## src/rtl/lut_pkg.sv

```systemverilog
// Shared types and constants for the configurable LUT array.
// The FSM state type, the table-size helper and the reset table pattern
// are kept here so the top level and the bench agree on them.
package lut_pkg;

    // Configuration FSM: idle, shifting a new table in, swapping it live.
    typedef enum logic [1:0] {
        IDLE   = 2'd0,
        LOAD   = 2'd1,
        COMMIT = 2'd2
    } lut_state_e;

    // Reset function of a 3-input cell: F = !C && (!A || B), address {A,B,C}.
    localparam logic [7:0] DEFAULT_INIT3 = 8'h45;

    // Largest table supported: 64 channels of 6-input cells.
    localparam int MAX_TBL = 4096;

    // Default pattern repeated across the widest table; each instance takes
    // the low N*2^K bits, which for K=3 is exactly {N{8'h45}}.
    localparam logic [MAX_TBL-1:0] DEFAULT_FILL = {(MAX_TBL/8){DEFAULT_INIT3}};

    // Total table bits for N channels of K inputs.
    function automatic int tbl_bits(input int k, input int n);
        return n << k;
    endfunction

endpackage

```

## src/rtl/lut_cfg_array_if.sv

```systemverilog
// Evaluation and serial-configuration bus of lut_cfg_array.
// Optional macro: LUT_READBACK_EN adds cfg_dout (previous table read out).
//
// Handshake rules: evaluation has no backpressure -- in_valid is sampled
// every cycle and produces out_valid/dout one cycle later. Configuration
// bits transfer on a cycle where cfg_valid && cfg_ready are both high;
// cfg_ready is a registered status that is high only while loading, and
// cfg_valid may drop for any number of cycles between bits.
interface lut_cfg_array_if #(
    parameter int K = 3,
    parameter int N = 1
);
    logic           in_valid;
    logic [N*K-1:0] din;
    logic           out_valid;
    logic [N-1:0]   dout;
    logic           cfg_start;
    logic           cfg_valid;
    logic           cfg_bit;
    logic           cfg_ready;
    logic           cfg_done;

`ifdef LUT_READBACK_EN
    logic           cfg_dout;

    modport master (
        output in_valid, din, cfg_start, cfg_valid, cfg_bit,
        input  out_valid, dout, cfg_ready, cfg_done, cfg_dout
    );
    modport slave (
        input  in_valid, din, cfg_start, cfg_valid, cfg_bit,
        output out_valid, dout, cfg_ready, cfg_done, cfg_dout
    );
`else
    modport master (
        output in_valid, din, cfg_start, cfg_valid, cfg_bit,
        input  out_valid, dout, cfg_ready, cfg_done
    );
    modport slave (
        input  in_valid, din, cfg_start, cfg_valid, cfg_bit,
        output out_valid, dout, cfg_ready, cfg_done
    );
`endif

endinterface

```

## src/rtl/lut_cell.sv

```systemverilog
// One LUT channel: selects a single bit of its 2^K-entry table slice.
// Purely combinational; the parent registers the result.
module lut_cell #(
    parameter int K = 3
) (
    input  logic [(1<<K)-1:0] tbl,
    input  logic [K-1:0]      addr,
    output logic              y
);

    assign y = tbl[addr];

endmodule

```

## src/rtl/lut_cfg_array.sv

```systemverilog
// Array of N reprogrammable K-input LUTs with registered outputs.
// A shadow table is shifted in serially (LSB-first) while evaluation keeps
// using the active table; the swap happens atomically at the COMMIT edge.
// Optional macro: LUT_READBACK_EN streams the previous table out on cfg_dout.
module lut_cfg_array
    import lut_pkg::*;
#(
    parameter int K = 3,
    parameter int N = 1,
    parameter logic [tbl_bits(K, N)-1:0] INIT = DEFAULT_FILL[tbl_bits(K, N)-1:0]
) (
    input  logic             clk,
    input  logic             rst_n,
    lut_cfg_array_if.slave   bus,
    output lut_state_e       state_dbg
);

    localparam int TBL  = tbl_bits(K, N);
    localparam int CELL = 1 << K;
    localparam int CW   = $clog2(TBL);
    localparam logic [CW-1:0] CNT_LAST = CW'(TBL - 1);

    lut_state_e      state_q, state_d;
    logic [CW-1:0]   cnt_q, cnt_d;
    logic [TBL-1:0]  shd_q, shd_d;
    logic [TBL-1:0]  tbl_q, tbl_d;
    logic [N-1:0]    dout_q, dout_d;
    logic            out_valid_q, out_valid_d;
    logic            cfg_ready_q, cfg_ready_d;
    logic            cfg_done_q, cfg_done_d;
    logic [N-1:0]    lut_y;

    // One combinational lookup per channel against the active table.
    for (genvar c = 0; c < N; c++) begin : g_cell
        lut_cell #(.K(K)) u_cell (
            .tbl  (tbl_q[c*CELL +: CELL]),
            .addr (bus.din[c*K +: K]),
            .y    (lut_y[c])
        );
    end

    // Configuration FSM: shadow preload, serial shift, atomic table swap.
    always_comb begin
        state_d = state_q;
        cnt_d   = cnt_q;
        shd_d   = shd_q;
        tbl_d   = tbl_q;
        case (state_q)
            IDLE: begin
                if (bus.cfg_start) begin
                    state_d = LOAD;
                    cnt_d   = '0;
                    shd_d   = tbl_q;
                end
            end
            LOAD: begin
                if (bus.cfg_start) begin
                    // Restart: drop the partial load, no bit taken this cycle.
                    cnt_d = '0;
                    shd_d = tbl_q;
                end else if (bus.cfg_valid && cfg_ready_q) begin
                    shd_d = {bus.cfg_bit, shd_q[TBL-1:1]};
                    if (cnt_q == CNT_LAST) begin
                        state_d = COMMIT;
                    end else begin
                        cnt_d = cnt_q + CW'(1);
                    end
                end
            end
            COMMIT: begin
                tbl_d   = shd_q;
                state_d = IDLE;
            end
            default: begin
                state_d = IDLE;
            end
        endcase
        cfg_ready_d = (state_d == LOAD);
        cfg_done_d  = (state_d == COMMIT);
    end

    // Evaluation: capture a fresh result when in_valid, otherwise hold dout.
    always_comb begin
        out_valid_d = bus.in_valid;
        dout_d      = bus.in_valid ? lut_y : dout_q;
    end

    // State and data registers; reset restores the default table.
    always_ff @(posedge clk or negedge rst_n) begin
        if (!rst_n) begin
            state_q     <= IDLE;
            cnt_q       <= '0;
            shd_q       <= INIT;
            tbl_q       <= INIT;
            dout_q      <= '0;
            out_valid_q <= 1'b0;
            cfg_ready_q <= 1'b0;
            cfg_done_q  <= 1'b0;
        end else begin
            state_q     <= state_d;
            cnt_q       <= cnt_d;
            shd_q       <= shd_d;
            tbl_q       <= tbl_d;
            dout_q      <= dout_d;
            out_valid_q <= out_valid_d;
            cfg_ready_q <= cfg_ready_d;
            cfg_done_q  <= cfg_done_d;
        end
    end

    assign bus.dout      = dout_q;
    assign bus.out_valid = out_valid_q;
    assign bus.cfg_ready = cfg_ready_q;
    assign bus.cfg_done  = cfg_done_q;
    assign state_dbg     = state_q;

`ifdef LUT_READBACK_EN
    // Shadow LSB is the next old-table bit to leave as a new one enters.
    assign bus.cfg_dout = cfg_ready_q & shd_q[0];
`else
`endif

endmodule
```

## src/flat_wrapper.sv

```systemverilog
// flat-port wrapper written by rule: the top's interface ports become plain ports
module lut_cfg_array_flat import lut_pkg::*;
#(
    parameter int K = 3,
    parameter int N = 1,
    parameter logic [tbl_bits(K, N)-1:0] INIT = DEFAULT_FILL[tbl_bits(K, N)-1:0]
)
  (clk, rst_n, state_dbg, bus_in_valid, bus_din, bus_cfg_start, bus_cfg_valid, bus_cfg_bit, bus_out_valid, bus_dout, bus_cfg_ready, bus_cfg_done);
  lut_cfg_array_if #(.K(K), .N(N)) bus_i ();
  input  logic clk;
  input  logic rst_n;
  output lut_state_e state_dbg;
  input wire logic [$bits(bus_i.in_valid)-1:0] bus_in_valid;
  input wire logic [$bits(bus_i.din)-1:0] bus_din;
  input wire logic [$bits(bus_i.cfg_start)-1:0] bus_cfg_start;
  input wire logic [$bits(bus_i.cfg_valid)-1:0] bus_cfg_valid;
  input wire logic [$bits(bus_i.cfg_bit)-1:0] bus_cfg_bit;
  output wire logic [$bits(bus_i.out_valid)-1:0] bus_out_valid;
  output wire logic [$bits(bus_i.dout)-1:0] bus_dout;
  output wire logic [$bits(bus_i.cfg_ready)-1:0] bus_cfg_ready;
  output wire logic [$bits(bus_i.cfg_done)-1:0] bus_cfg_done;
  assign bus_i.in_valid = bus_in_valid;
  assign bus_i.din = bus_din;
  assign bus_i.cfg_start = bus_cfg_start;
  assign bus_i.cfg_valid = bus_cfg_valid;
  assign bus_i.cfg_bit = bus_cfg_bit;
  assign bus_out_valid = bus_i.out_valid;
  assign bus_dout = bus_i.dout;
  assign bus_cfg_ready = bus_i.cfg_ready;
  assign bus_cfg_done = bus_i.cfg_done;
  lut_cfg_array #(.K(K), .N(N), .INIT(INIT)) u_core (.clk(clk), .rst_n(rst_n), .bus(bus_i), .state_dbg(state_dbg));
endmodule
```

## config.mk

```make
export PLATFORM = sky130hd
export DESIGN_NAME = lut_cfg_array_flat
export DESIGN_NICKNAME = d
export VERILOG_FILES = /design/src/rtl/lut_pkg.sv /design/src/rtl/lut_cfg_array_if.sv /design/src/rtl/lut_cell.sv /design/src/rtl/lut_cfg_array.sv /design/src/flat_wrapper.sv
export SDC_FILE = /design/constraint.sdc
export NUM_CORES = 1
export LEC_CHECK = 0
export ABC_AREA = 1
export CORE_MARGIN = 5
export CORE_UTILIZATION = 46
export DETAILED_ROUTE_END_ITERATION = 10
export GPL_ROUTABILITY_DRIVEN = 0
export PLACE_DENSITY = 0.65
export SETUP_SLACK_MARGIN = 0.5
export SKIP_CTS_REPAIR_TIMING = 1
export SLEW_MARGIN = 20
export SYNTH_ARGS = -nofsm -noshare
export SYNTH_HDL_FRONTEND = slang
export SYNTH_SLANG_ARGS = --single-unit
```

## constraint.sdc

```tcl
create_clock -name clk -period 1.7 [get_ports clk]
set_input_delay 0.34 -clock clk [delete_from_list [all_inputs] [get_ports clk]]
set_output_delay 0.34 -clock clk [all_outputs]
set_load 0.01 [all_outputs]
```

# ---- Yosys cells after proc, flatten, opt, wreduce, memory -nomap -nowiden
# Cells that the tools add are included.
dict set report totals {
  reg_bits 25
  out_inout_bits 6
  word_cells 39
}
dict set report op_classes {
  n_addsub 1
  magnitude_cmp 1
  n_eq_ne 8
  mux 16
  reduce_logical 5
}
# cell count
set ops {}
lappend ops {{$mux 8} 3}
lappend ops {{$pmux 8 s2} 1}
lappend ops {{$mux 3} 4}
lappend ops {{$mux 2} 4}
lappend ops {{$pmux 3 s2} 1}
lappend ops {{$eq 2x1->1 const B} 2}
lappend ops {{$eq 2x2->1 const B} 2}
lappend ops {{$lt 3x4->1 const B} 1}
lappend ops {{$pmux 2 s2} 1}
lappend ops {{$reduce_and 4->1} 1}
lappend ops {{$add 3x1->3 const B} 1}
lappend ops {{$bmux 1 s3} 1}
lappend ops {{$eq 3x3->1 const B} 1}
lappend ops {{$ne 3x2->1 const B} 1}
lappend ops {{$ne 3x3->1 const B} 1}
lappend ops {{$reduce_and 3->1} 1}
lappend ops {{$logic_not 2->1} 1}
lappend ops {{$ne 2x2->1 const B} 1}
lappend ops {{$reduce_bool 2->1} 1}
lappend ops {{$logic_and 1x1->1} 1}
lappend ops {{$mux 1} 1}

# ---- Longest topological paths before layout
# Gate-level depths: netlist of the first run.
dict set report logic_depth {
  word_depth 6
  mapped_depth 6
  mapped_depth_nobuf 6
}

# ---- Cells and area by module
# Synthesis of the first run repeated with hierarchy kept, for this count alone.
dict set report unflattened {
  hier_cells 167
  area_unflattened_um2 1267.5
}
# module instances cells_each area_each_um2 seq_area_each_um2
set by_module_without_submodules {}
lappend by_module_without_submodules {lut_cfg_array 1 139 1157.4 633.1}
lappend by_module_without_submodules {lut_cell 1 28 110.1 0.0}

# ---- Worst setup path after synthesis of the first run
# OpenSTA, ideal clock, no wires.
dict set report synth_path {
  path_kind {register to register}
  from {reg u_core.state_q[1], in the netlist u_core.state_dbg[1]}
  to {reg u_core.shd_q[7]}
  setup_ps 125
  t_arrival_ps 1076
  required_time_ps 1575
  slack_ps 500
  path_stages_with_launch 7
  path_buffers 2
  path_cell_list {dfrtp_1 > nor2_2 > nand2_2 > buf_6 > buf_8 > o211ai_2 > o21ai_1}
}
dict set report synth_via {
  elab_chain_len 3
}
# item line
set synth_rtl {}
lappend synth_rtl {{start, declared} lut_cfg_array.sv:23} ;# lut_state_e state_q, state_d;
lappend synth_rtl {{start signal, assigned} lut_cfg_array.sv:100} ;# state_q <= state_d;
lappend synth_rtl {{$eq 2x1->1 or $logic_not 2->1 (tied branches)} lut_cfg_array.sv:48} ;# case (state_q)
lappend synth_rtl {{$ne 3x2->1 (no line) (tied with other cells)} -}
lappend synth_rtl {{$reduce_and 3->1 (no line)} -}
lappend synth_rtl {{end signal, assigned} lut_cfg_array.sv:93} ;# shd_q <= INIT;
lappend synth_rtl {{end signal, assigned} lut_cfg_array.sv:102} ;# shd_q <= shd_d;
lappend synth_rtl {{end, declared} lut_cfg_array.sv:25} ;# logic [TBL-1:0] shd_q, shd_d;
# Several ways; a longest one is shown, not always the timed one.
# A chain may end at the register's enable or synchronous reset.

# ---- Worst setup path in the final report of the first run
dict set report layout_path {
  from {reg u_core.state_q[1], in the netlist u_core.state_dbg[1]}
  to {out state_dbg[1]}
}
# item line
set layout_rtl {}
lappend layout_rtl {{end, declared} flat_wrapper.sv:12} ;# output lut_state_e state_dbg;
# No word-level cell between the ends.

==> metrics.cfg, run 1 <==
[grt]
grt_pass1_vias = 887
grt_start_max_net_pins = 26
grt_pass1_wl_um = 3900
antenna_found_initial = 0
grt_use_total = 0.137
overflow = 0

[power_and_ir_drop]
switchingPower_uw = 303
power-per-cell-area_nw_per_um2 = 723
p_leak_nw = 0.740
vdd_drop_max_v = 0.000513
total_power_mw = 1.10
p_int_uw = 802
swShare = 0.274
pwr-share-seq = 0.593
p_comb_frac = 0.159
pwr-share-clk = 0.247

[timing]
max_freq_mhz = 793
fin_hold_ws_ps = 358
hold_viol = 0
worst_slew_pin_slew_ps = 321
slew_viol_final = 0
post-route-period-util = 0.742
period_minus_slack_ps = 1260
final.setup_skew_ps = 6.40
setup_violations = 0
setup_tns_ps = 0
rsz0062_at_grt = true
slew_headroom = 0.786

[clock_tree]
cts.sinks = 25
clockBufferDepth = 2
clk_pin_slew_ps = 150
cts_max_level = 1
cts_buffers = 3
cts_root_buf = clkbuf_4
clk_latency_ps = 320
tritoncts = yes

[setup_path]
slowest_stage = dfrtp_2
critPathMaxFanout = 5
path_class = flip-flop to output pin
critPathTopFamily = flip-flops
critPathArrivalTime_ps = 920
r2r_setup_slack_ps = 490
r2r_cells = 6
endpoint_kind = output pin
cp.buffers_inverters = 1
crit_required_ps = 1360
worstPathCellList = buf_6
rr_startpoint = u_core.cnt_q[0]
crit_path_max_incr_delay_ps = 470
r2r-end = u_core.cnt_q[1]
cp-start-kind = flip-flop

[yosys]
yosysSeqAreaShare = 0.516
synth_warnings = 0
synth_edf_count = 0
ys_ff_latch = 25
synth_area_sq_um = 1230
synthCells = 134
syn_nets = 145
ys_types = 20
yosysTopAreaCell = dfrtp_1
synthTopCellsByArea = dfrtp_1 39%, dfstp_2 13%, nand2_1 11%
yosysMostFrequentCell = nand2_1
synthDominantCellAreaShare = 0.388
synth.avg_cell_area_sq_um = 9.15
synth-main-ff-cell = dfrtp_1
synthTopCellsByCount = 35 x nand2_1, 23 x inv_1, 19 x dfrtp_1
synthArstFlopShare = 1.00

[cells_and_area]
drive_gt1_frac = 0.314
nNetsFinal = 171
nFillCells = 218
diodes = 0
synthToLayoutAreaGrowth_pct = 24.7
final_cells = 189
finalCoreUtilization = 0.606

[flow_run]
drv_cap = 0

[placed_design]
placement.io_buffers = 14
placed_cells = 176
dpl.hpwl_um = 1580

[routing]
ant_nets = 0
drc_errors = 0
drt_wl_total_um = 2350
vias_per_cell = 4.88
wl_per_cell_um = 12.4
drtPass1Iterations = 4
vias = 922
drt_iter0_drc = 52

[floorplan]
initial_utilization = 0.486
ios = 15
dieArea_sq_um = 3800
fp-row-count = 18
die_y_um = 61.6
fp.dieW_um = 61.6
core_area_sq_um = 2520

[min_path]
hp-class = input pin to async pin

[outcome]
outcome = finished, final reports clean

how the worst max path moves through the flow:
stage,from,endpoint,slack (ps),cells after the start
3_5_place_dp,bus_cfg_valid,u_core.cnt_q[2],70,6
2_1_floorplan,u_core.state_dbg[1],u_core.shd_q[7],510,6
6_report,u_core.state_dbg[1],state_dbg[1],440,1
3_3_place_gp,bus_cfg_valid,u_core.cnt_q[1],140,6
5_1_grt,u_core.state_dbg[1],state_dbg[1],410,1
4_1_cts,u_core.state_dbg[0],state_dbg[0],-9,1
routing by layer:
layer	global-route usage	wire, um	vias to the layer above
li1	-	-	480
met4	0.0485	17	0
met3	0.0252	55	2
met1	0.182	1200	433
met2	0.224	1070	7
met5	0	0	-
metrics by stage:
step / setup WS, ps / cell area (sq um)
2_1_floorplan: 512 / 1230
3_3_place_gp: 140 / 1390
3_5_place_dp: 67.0 / 1390
4_1_cts: -8.82 / 1420
5_1_grt: 405 / 1530
6_report: 438 / 1530
sequential cells by signal, indices dropped and copies added (netlist names):
signal                flops
u_core.bus.cfg_done       1
u_core.bus.cfg_ready      1
u_core.bus.dout           1
u_core.bus.out_valid      1
u_core.cnt_q              3
u_core.shd_q              8
u_core.state_dbg          2
u_core.tbl_q              8
layout by cell type (no fill, tap or decap):
cell type        Yosys  layout
buf_12               0       2
buf_4                0       8
buf_6                2       1
clkbuf_2             0       5
clkbuf_4             0       3
clkdlybuf4s50_1      0       6
clkinv_2             0       1
dfrtp_1             19      17
dfrtp_2              0       2
dfstp_2              6       6
dlymetal6s2s_1       0       2
ha_2                 0       2
inv_1               23      21
inv_2                0       2
nand2_1             35      34
nand2_2              2       2
nand2_4              1       2
nand2_8              0       1
nand3_1              7       7
nand3b_1             1       1
nand4_4              0       1
nor2_1               1       1
nor2_2               1       1
nor3_1               2       2
o211ai_2             8       8
o21ai_0             11       9
o21ai_1              9       9
o21ai_2              1       2
o21ai_4              0       1
area by class of cell:
class                      instances  area (sq um)  share of cell area
inverter                          23          86.3              0.0565
clock buffer                       3          22.5              0.0147
timing repair buffer              24           221               0.145
tap                               30          37.5              0.0245
sequential                        25           636               0.416
clock inverter                     1          5.00             0.00327
multi-input combinational         83           520               0.340
kinds of logic after synthesis:
logic type	count (synthesis)	synth area share
AOI/OAI and AO/OA	29	0.170
adders and majority gates	2	0.0204
buffers and inverters	27	0.105
DFF	25	0.516
and+or+nand+nor	51	0.188
power groups by stage:
stage,clock (mW),sequential [mW],combinational [mW]
6_report,0.273,0.655,0.176
5_1_grt,0.307,0.658,0.202
4_1_cts,0.276,0.655,0.157
3_5_place_dp,0,0.665,0.156
3_3_place_gp,0,0.665,0.151
2_1_floorplan,0,0.663,0.0963
Note: power is estimated with default switching activity, not from simulation.
==> inputs of run 2 (changes only) <==
clock period = 1.3 ns   (was 1.7 ns; I/O delays follow)
==> run 2 against run 1 <==
  * Non-clock buffer count is the same
  * Sequential share of layout area shrank 1.9 points
  * Clock skew grew 3.9 ps
  * Hold slack lost 83 ps
  * Critical path type is now flip-flop to flip-flop
  * Largest power group unchanged
  * Die area is the same
  * Sequential power grew 31%
==> metrics.cfg, run 2 (synthesized netlist as in run 1, its figures left out) <==
[outcome]
outcome = finished, final reports clean

[clock_tree]
cts_root_buf = clkbuf_4
clk_latency_ps = 310
cts_buffers = 3
cts.sinks = 25
cts_max_level = 1
tritoncts = yes
clk_pin_slew_ps = 130
clockBufferDepth = 2

[cells_and_area]
diodes = 0
nNetsFinal = 170
nFillCells = 198
synthToLayoutAreaGrowth_pct = 30.5
finalCoreUtilization = 0.634
final_common_cell = nand2_1
finish.instance_area_sq_um = 1600
final_cells = 188
top_regs = u_core.shd_q: 8 flops, u_core.tbl_q: 8 flops, u_core.cnt_q: 3 flops
mostFrequentLayoutCells = 28 x nand2_1, 19 x inv_1, 18 x dfrtp_1, 14 x o21ai_1, 8 x o211ai_2
drive_gt1_frac = 0.354

[setup_path]
cp-start-kind = flip-flop
crit_required_ps = 1540
critPathMaxFanout = 9
endpoint_kind = flip-flop
critPathArrivalTime_ps = 1500
crit_path_max_incr_delay_ps = 450
slowest_stage = dfrtp_2
worstPathCellList = buf_6 -> nor2_4 -> nand2_4 -> clkbuf_16 -> o211ai_2 -> o21ai_1
path_class = flip-flop to flip-flop

[power_and_ir_drop]
p_leak_nw = 0.736
power-per-cell-area_nw_per_um2 = 899
total_power_mw = 1.44
vdd_drop_max_v = 0.000828

[floorplan]
dieArea_sq_um = 3800
core_area_sq_um = 2520
initial_utilization = 0.486
ios = 15
fp-row-count = 18
fp.dieW_um = 61.6
die_y_um = 61.6

[timing]
fin_hold_ws_ps = 275
slew_headroom = 0.819
worst_slew_pin_slew_ps = 271
post-route-period-util = 0.971
max_freq_mhz = 792
slew_viol_final = 0
final.setup_skew_ps = 10.3
hold_viol = 0
period_minus_slack_ps = 1260
setup_violations = 0
rsz0062_at_grt = true
fin_ws_ps = 37.1
setup_tns_ps = 0

[routing]
drt_iter0_drc = 46
ant_nets = 0
vias_per_cell = 4.83
vias = 908
wl_per_cell_um = 12.4
drc_errors = 0
drtPass1Iterations = 4
drt_wl_total_um = 2340

[grt]
grt_pass1_vias = 900
grt_pass1_wl_um = 3930
antenna_found_initial = 0
grt_use_total = 0.138
grt_start_max_net_pins = 26
overflow = 0

[placed_design]
dpl.hpwl_um = 1660
dpl_cell_area_sq_um = 1460
placement.io_buffers = 14
placed_cells = 179
pre_cts_ws_ps = -141

[flow_run]
drv_cap = 0

[min_path]
hp-class = input pin to async pin

[run 2: cell count changes in the layout (fill, tap and decap cells not counted), moves of 2 or more]
cell and change:
o21ai_2 -2, o21ai_1 +5, nand3_2 +2, o21ai_0 -4
clkbuf_2 -5, buf_4 -4, nand2_2 +5, inv_1 -2
nand2_1 -6, buf_2 +5, clkbuf_16 +2, nand3_1 -2
[run 2: power by group]
| group | leakage, nW | internal [mW] | switching, mW |
|---|---|---|---|
| Clock | 0.0150 | 0.120 | 0.211 |
| Combinational | 0.418 | 0.124 | 0.126 |
| Sequential | 0.303 | 0.829 | 0.0297 |
| Total | 0.736 | 1.07 | 0.366 |
[run 2: worst max-delay path: cells and delay by family, from the launching register on]
family	cells	cell delay [ps]
compound gates	2	230
buf+inv	2	320
flops	1	450
simple gates	2	200
[run 2: cell type report]
type,count,area (sq um),area share
inverters,23,91.3,0.0571
clock buffers,4,26.3,0.0164
repair buffers,24,270,0.169
multi-input cells,82,541,0.338
flip-flops and latches,25,634,0.396
well taps,30,37.5,0.0235
[run 2: metal layers]
metal	wire, um	track usage	up-vias
li1	-	-	475
met1	1140	0.188	425
met2	1110	0.221	6
met3	65	0.0377	2
met4	19	0.0273	0
met5	0	0	-
[run 2: worst paths after layout]
path | slack, ps | cells past startpoint | start | end
worst max register to register | 40 | 6 | u_core.state_dbg[1] | u_core.shd_q[2]
worst min-delay path | 280 | 2 | rst_n | u_core.bus.cfg_done
min in group clk | 430 | 1 | bus_in_valid | u_core.bus.out_valid
worst max-delay path | 40 | 6 | u_core.state_dbg[1] | u_core.shd_q[2]
max in group asynchronous | 790 | 2 | rst_n | u_core.shd_q[2]
worst min register to register | 480 | 2 | u_core.bus.dout | u_core.bus.dout
